===== src/rtl/pc_sequencer_if.sv =====
// Bus between the next-PC sequencer and its surroundings: PC register,
// instruction memory and the decode stage that supplies flow control.
interface pc_sequencer_if #(
  parameter int unsigned WIDTH    = 16,
  parameter int unsigned RS_PTR_W = 3
);
  logic [WIDTH-1:0]  pc_cur;
  logic              imem_ack;
  logic              stall;
  logic              branch_taken;
  logic              jump;
  logic              call;
  logic              ret;
  logic              halt;
  logic [WIDTH-1:0]  target;
  logic [WIDTH-1:0]  pc_next;
  logic              pc_we;
  logic              imem_req;
  logic [RS_PTR_W:0] rs_count;
  logic              rs_overflow;
  logic              rs_underflow;
  logic              halted;

  modport master (
    input  pc_cur, imem_ack, stall, branch_taken, jump, call, ret, halt, target,
    output pc_next, pc_we, imem_req, rs_count, rs_overflow, rs_underflow, halted
  );

  modport slave (
    output pc_cur, imem_ack, stall, branch_taken, jump, call, ret, halt, target,
    input  pc_next, pc_we, imem_req, rs_count, rs_overflow, rs_underflow, halted
  );
endinterface


===== src/rtl/pc_sequencer.sv =====
// Next-PC selection and fetch sequencing with a return-address stack.
// One fetch request/acknowledge per instruction; flow decided in a single DECIDE cycle.
module pc_sequencer #(
  parameter int unsigned WIDTH    = 16,
  parameter int unsigned RS_DEPTH = 8,
  parameter int unsigned RS_PTR_W = 3
) (
  input logic            clk,
  input logic            reset,
  pc_sequencer_if.master bus
);
  localparam int unsigned CntW = RS_PTR_W + 1;
  localparam logic [CntW-1:0] RsFull = CntW'(RS_DEPTH);

  typedef enum logic [1:0] {StFetch, StDecide, StHalt} state_e;

  state_e              state_q, state_d;
  logic [WIDTH-1:0]    pc_next_q, pc_next_d;
  logic                pc_we_q, pc_we_d;
  logic [CntW-1:0]     rs_count_q, rs_count_d;
  logic                ovf_q, ovf_d;
  logic                unf_q, unf_d;
  logic [WIDTH-1:0]    rs_q [RS_DEPTH];
  logic                push;
  logic [WIDTH-1:0]    pc_inc;
  logic [RS_PTR_W-1:0] wr_idx, rd_idx;

  assign pc_inc = bus.pc_cur + WIDTH'(1);
  assign wr_idx = rs_count_q[RS_PTR_W-1:0];
  assign rd_idx = wr_idx - RS_PTR_W'(1);

  always_comb begin
    state_d    = state_q;
    pc_next_d  = pc_next_q;
    pc_we_d    = 1'b0;
    rs_count_d = rs_count_q;
    ovf_d      = ovf_q;
    unf_d      = unf_q;
    push       = 1'b0;
    unique case (state_q)
      StFetch: begin
        if (bus.imem_ack) state_d = StDecide;
      end
      StDecide: begin
        if (bus.halt) begin
          state_d = StHalt;
        end else if (!bus.stall) begin
          state_d   = StFetch;
          pc_we_d   = 1'b1;
          pc_next_d = pc_inc;
          // ret outranks call, so call+ret together is a plain return
          if (bus.ret) begin
            if (rs_count_q != '0) begin
              pc_next_d  = rs_q[rd_idx];
              rs_count_d = rs_count_q - CntW'(1);
            end else begin
              unf_d = 1'b1;
            end
          end else if (bus.call) begin
            pc_next_d = bus.target;
            if (rs_count_q != RsFull) begin
              push       = 1'b1;
              rs_count_d = rs_count_q + CntW'(1);
            end else begin
              ovf_d = 1'b1;
            end
          end else if (bus.jump || bus.branch_taken) begin
            pc_next_d = bus.target;
          end
        end
      end
      StHalt: begin
        state_d = StHalt;
      end
      default: state_d = StFetch;
    endcase
  end

  always_ff @(posedge clk) begin
    if (reset) begin
      state_q    <= StFetch;
      pc_next_q  <= '0;
      pc_we_q    <= 1'b0;
      rs_count_q <= '0;
      ovf_q      <= 1'b0;
      unf_q      <= 1'b0;
    end else begin
      state_q    <= state_d;
      pc_next_q  <= pc_next_d;
      pc_we_q    <= pc_we_d;
      rs_count_q <= rs_count_d;
      ovf_q      <= ovf_d;
      unf_q      <= unf_d;
    end
  end

  // Stack contents are don't-care after reset, so no reset here.
  always_ff @(posedge clk) begin
    if (push) rs_q[wr_idx] <= pc_inc;
  end

  assign bus.pc_next      = pc_next_q;
  assign bus.pc_we        = pc_we_q;
  assign bus.imem_req     = (state_q == StFetch) && !reset;
  assign bus.rs_count     = rs_count_q;
  assign bus.rs_overflow  = ovf_q;
  assign bus.rs_underflow = unf_q;
  assign bus.halted       = (state_q == StHalt);
endmodule


===== src/flat_wrapper.sv =====
// flat-port wrapper written by rule: the top's interface ports become plain ports
module pc_sequencer_flat 
#(
  parameter int unsigned WIDTH    = 16,
  parameter int unsigned RS_DEPTH = 8,
  parameter int unsigned RS_PTR_W = 3
)
  (clk, reset, bus_pc_cur, bus_imem_ack, bus_stall, bus_branch_taken, bus_jump, bus_call, bus_ret, bus_halt, bus_target, bus_pc_next, bus_pc_we, bus_imem_req, bus_rs_count, bus_rs_overflow, bus_rs_underflow, bus_halted);
  pc_sequencer_if #(.WIDTH(WIDTH), .RS_PTR_W(RS_PTR_W)) bus_i ();
  input logic clk;
  input logic reset;
  input wire logic [$bits(bus_i.pc_cur)-1:0] bus_pc_cur;
  input wire logic [$bits(bus_i.imem_ack)-1:0] bus_imem_ack;
  input wire logic [$bits(bus_i.stall)-1:0] bus_stall;
  input wire logic [$bits(bus_i.branch_taken)-1:0] bus_branch_taken;
  input wire logic [$bits(bus_i.jump)-1:0] bus_jump;
  input wire logic [$bits(bus_i.call)-1:0] bus_call;
  input wire logic [$bits(bus_i.ret)-1:0] bus_ret;
  input wire logic [$bits(bus_i.halt)-1:0] bus_halt;
  input wire logic [$bits(bus_i.target)-1:0] bus_target;
  output wire logic [$bits(bus_i.pc_next)-1:0] bus_pc_next;
  output wire logic [$bits(bus_i.pc_we)-1:0] bus_pc_we;
  output wire logic [$bits(bus_i.imem_req)-1:0] bus_imem_req;
  output wire logic [$bits(bus_i.rs_count)-1:0] bus_rs_count;
  output wire logic [$bits(bus_i.rs_overflow)-1:0] bus_rs_overflow;
  output wire logic [$bits(bus_i.rs_underflow)-1:0] bus_rs_underflow;
  output wire logic [$bits(bus_i.halted)-1:0] bus_halted;
  assign bus_i.pc_cur = bus_pc_cur;
  assign bus_i.imem_ack = bus_imem_ack;
  assign bus_i.stall = bus_stall;
  assign bus_i.branch_taken = bus_branch_taken;
  assign bus_i.jump = bus_jump;
  assign bus_i.call = bus_call;
  assign bus_i.ret = bus_ret;
  assign bus_i.halt = bus_halt;
  assign bus_i.target = bus_target;
  assign bus_pc_next = bus_i.pc_next;
  assign bus_pc_we = bus_i.pc_we;
  assign bus_imem_req = bus_i.imem_req;
  assign bus_rs_count = bus_i.rs_count;
  assign bus_rs_overflow = bus_i.rs_overflow;
  assign bus_rs_underflow = bus_i.rs_underflow;
  assign bus_halted = bus_i.halted;
  pc_sequencer #(.WIDTH(WIDTH), .RS_DEPTH(RS_DEPTH), .RS_PTR_W(RS_PTR_W)) u_core (.clk(clk), .reset(reset), .bus(bus_i));
endmodule

===== config.mk =====
export PLATFORM = sky130hd
export DESIGN_NAME = pc_sequencer_flat
export DESIGN_NICKNAME = d
export VERILOG_FILES = /design/src/rtl/pc_sequencer_if.sv /design/src/rtl/pc_sequencer.sv /design/src/flat_wrapper.sv
export SDC_FILE = /design/constraint.sdc
export NUM_CORES = 1
export LEC_CHECK = 0
export CELL_PAD_IN_SITES_DETAIL_PLACEMENT = 1
export CELL_PAD_IN_SITES_GLOBAL_PLACEMENT = 1
export CORE_ASPECT_RATIO = 0.9
export CORE_MARGIN = 4
export CORE_UTILIZATION = 35
export CTS_CLUSTER_DIAMETER = 120
export DETAILED_ROUTE_END_ITERATION = 16
export DONT_BUFFER_PORTS = 1
export HOLD_SLACK_MARGIN = 0.02
export PLACE_DENSITY = 0.53
export SLEW_MARGIN = 5
export SYNTH_ARGS = -nofsm -noshare
export SYNTH_HDL_FRONTEND = slang
export SYNTH_SLANG_ARGS = --single-unit

===== constraint.sdc =====
create_clock -name clk -period 4.4 [get_ports clk]
set_input_delay 0.88 -clock clk [delete_from_list [all_inputs] [get_ports clk]]
set_output_delay 0.88 -clock clk [all_outputs]
set_load 0.1 [all_outputs]

==> results.md <==
* I/O pin total at 66
* Max Clk Rate at 0.319 GHz
* Clock Root Buffer: clkbuf_16
* Seq/Total Area, Yosys at 65.0%
* Synth-to-Final Area Change at 14.8%
* Drt wl/cell at 25.7 um
* Final min period at 3.14 ns
* Fraction of layout cells with a size suffix above 1 at 16.0%
* Sink Count at 153
* Register clock-pin slew on the reported worst setup and hold paths at 0.06 ns
* First-pass GRT wire length at 28.2 mm
* Synthesized area per cell at 14.8 um^2
* Initial antenna violation count at 0
* Post-layout util at 41.3%
* Clk buf depth at 2
* YS warnings at 0
* Synth cell types at 52
* Slew margin rel. at 24.9%
* Nets@finish at 520
* Die height at 139 um
* Origin of the critical flop-to-flop path: u_core.bus.rs_count[0]$_SDFFE_PP0P_
* Post-CTS Setup Inserts at 0
* Status: completed
* Mapped Cells at 452
* Maximum vdd ir drop at 0.198 mV
* End of the worst hold path: u_core.bus.rs_count[3]$_SDFFE_PP0P_
* Cell row count at 47
* Drt initial violations at 296
* Post-cts repair resize count at 0
* Gp weighted congestion at 0.780
* H-Tree Depth at 4
* DRT Pass-1 Iters at 4
* Starting Density at 36.0%
* CTS hold repair buffers at 0
* Total negative slack at 0 ns
* Die ar. at 21400 um^2
* Clk_lat worst skew at 0.42 ns
* Vias in the first global route at 4198
* Tot GR Track Use at 18.1%
* Worst-margin pin slew at 1.12 ns
* Diodes inserted at 0
* Total CTS buffers at 17
* FF-to-FF setup slack at 1.26 ns
* Final Skew at 0.00576 ns
* Total Routed Length at 18.8 mm
* Max-slew violation count at 0
* Final Hold Slack at 0.520 ns
* Count of input and output buffers at 0
* Antenna-violating nets left at 0
* Worst Reg-to-Reg Cells at 7
* Worst Setup End Kind: register
* Required time of the worst setup path at 4.69 ns
* Pin count of the biggest net entering global routing at 32
* Filler cells at 1909
* CTS tree: yes
* Post-synth top flop: edfxtp_1
* Yosys reg bits at 153
* Max Cap Viol at 0
* RR Endpoint: u_core.bus.pc_next[6]$_SDFFE_PP0P_
* Async S/R FF share, synth at 0%
* Critical path type: reg -> reg
* CP Launch Type: register
* Syn nets at 498
* Synth area leader: edfxtp_1
* Register area at 4350 um^2
* Top cell type's share of synthesized area at 57.5%
* Area of the multi-input gates at 2200 um^2
* Die width at 154 um
* Hold_sp: reset
* Mapped Area at 6680 um^2
* Core Area at 18600 um^2
* Hold Fails Final Rpt at 0
* WP data arrival at 3.43 ns
* Final setup vio count at 0
* Congestion Overflow GR at 0
* Final critical-path share of the clock period at 71.3%
* Post-synth EDFFs at 128
* Setup repair after global routing missed its margin: false
* Vias post-DR at 3963
* Post-DP HPWL at 12.6 mm
* Lkg Pwr at 2.52 nW
* Worst hold path depth at 1
* PwrDens at 428 nW/um^2
* Residual DRC at 0
* Hold Crit Class: in -> reg
* CP Max Fanout at 17
* Area contributors post-synth: edfxtp_1 (58%), dfxtp_1 (7.5%), mux4_1 (6.7%)
* Via-per-instance ratio at 5.41
-- worst max path at each step --
| stage | slack [ns] | startpoint | endpoint | cells past startpoint |
|---|---|---|---|---|
| finish | 1.26 | u_core.bus.rs_count[0]$_SDFFE_PP0P_ | u_core.bus.pc_next[6]$_SDFFE_PP0P_ | 7 |
| global route | 1.08 | u_core.bus.rs_count[0]$_SDFFE_PP0P_ | u_core.bus.pc_next[6]$_SDFFE_PP0P_ | 7 |
| CTS | 1.26 | u_core.bus.rs_count[0]$_SDFFE_PP0P_ | u_core.bus.pc_next[6]$_SDFFE_PP0P_ | 7 |
| detailed placement | 1.28 | u_core.bus.rs_count[0]$_SDFFE_PP0P_ | u_core.bus.pc_next[9]$_SDFFE_PP0P_ | 7 |
| global placement | 1.34 | u_core.bus.rs_count[1]$_SDFFE_PP0P_ | u_core.bus.pc_next[9]$_SDFFE_PP0P_ | 8 |
| floorplan | 0.42 | reset | bus_imem_req | 2 |
-- sequential cells by signal, indices dropped and copies added, names as in the netlist --
| signal | flops |
|---|---|
| u_core.rs_q | 128 |
| u_core.bus.pc_next | 16 |
| u_core.bus.rs_count | 4 |
| u_core.state_q | 2 |
| u_core.bus.pc_we | 1 |
| u_core.bus.rs_overflow | 1 |
| u_core.bus.rs_underflow | 1 |
-- Yosys cell counts, drive strengths merged, types with 5 or more instances --
master	count
and3	5
a21oi	18
o21ai	21
edfxtp	128
inv	8
nor2	42
buf	8
a221oi	5
mux4	27
a211oi	7
nand2	36
nor3	20
xor2	9
xnor2	10
clkbuf	12
dfxtp	25
nand3	9
mux2i	13
-- cells by family (layout without fill, tap and decap cells) --
kind of cell	Yosys count	count (layout)	share of synthesized area, %
compound gates	71	71	6.89
xor+xnor	19	19	2.77
fa+ha+maj	5	5	1.05
buf+inv	29	64	2.58
flops	153	153	65.0
mux	44	44	12.7
simple gates	131	131	9.04
-- per-layer routing --
metal  vias to the layer above  wire, um  GRT usage [%]  part of all wire, %
met4                         0       187           4.41                 0.99
li1                       1813         -              -                    -
met5                         -         0              0                    0
met3                        11      1040           5.90                  5.5
met2                        77      9150           28.9                   49
met1                      2062      8420           24.2                   45
-- per-stage QoR --
stage,cell area [um^2],setup WS (ns),instances,total power [mW]
final,7680,1.26,732,3.29
after global routing,7680,1.08,732,3.41
after CTS,7680,1.26,732,3.33
after detailed placement,7080,1.28,700,1.83
after global placement,7080,1.34,700,1.83
after floorplan,6680,0.416,452,1.78
-- report_power, final --
part	internal, mW	switching (mW)	total (mW)
Combinational	0.0578	0.113	0.170
Sequential	1.58	0.0492	1.63
Clock	0.908	0.580	1.49
-- cell type report --
cell class	instances	area share, %
Tap cell	245	3.99
Timing Repair Buffer	24	2.58
Multi-Input combinational cell	270	28.6
Clock buffer	21	5.87
Clock inverter	11	1.92
Sequential cell	153	56.6
Inverter	8	0.391
-- cell usage in the layout (no fill, tap or decap), types with 4 or more instances in the layout --
cell type and n:
xor2_1 8, inv_1 8, mux4_2 10, nor3_1 16
nor2_1 42, a221oi_1 5, o21ai_0 18, buf_4 23
xnor2_1 10, nand4_1 4, mux2i_1 13, nor3_2 4
a211oi_1 7, nand2_1 36, nand3_1 9, clkinvlp_4 4
dfxtp_1 24, ha_1 4, and3_1 5, edfxtp_1 128
a21oi_1 18, mux4_1 17, mux2_2 4, clkbuf_16 18
-- worst max-delay path: stages (launching register included) --
cell	delay [ns]
dfxtp_2	0.32
inv_1	0.40
ha_1	0.43
xor2_4	0.68
mux4_1	0.65
mux2_2	0.28
a21oi_1	0.14
a211oi_1	0.10
(Power assumes the default switching activity.)
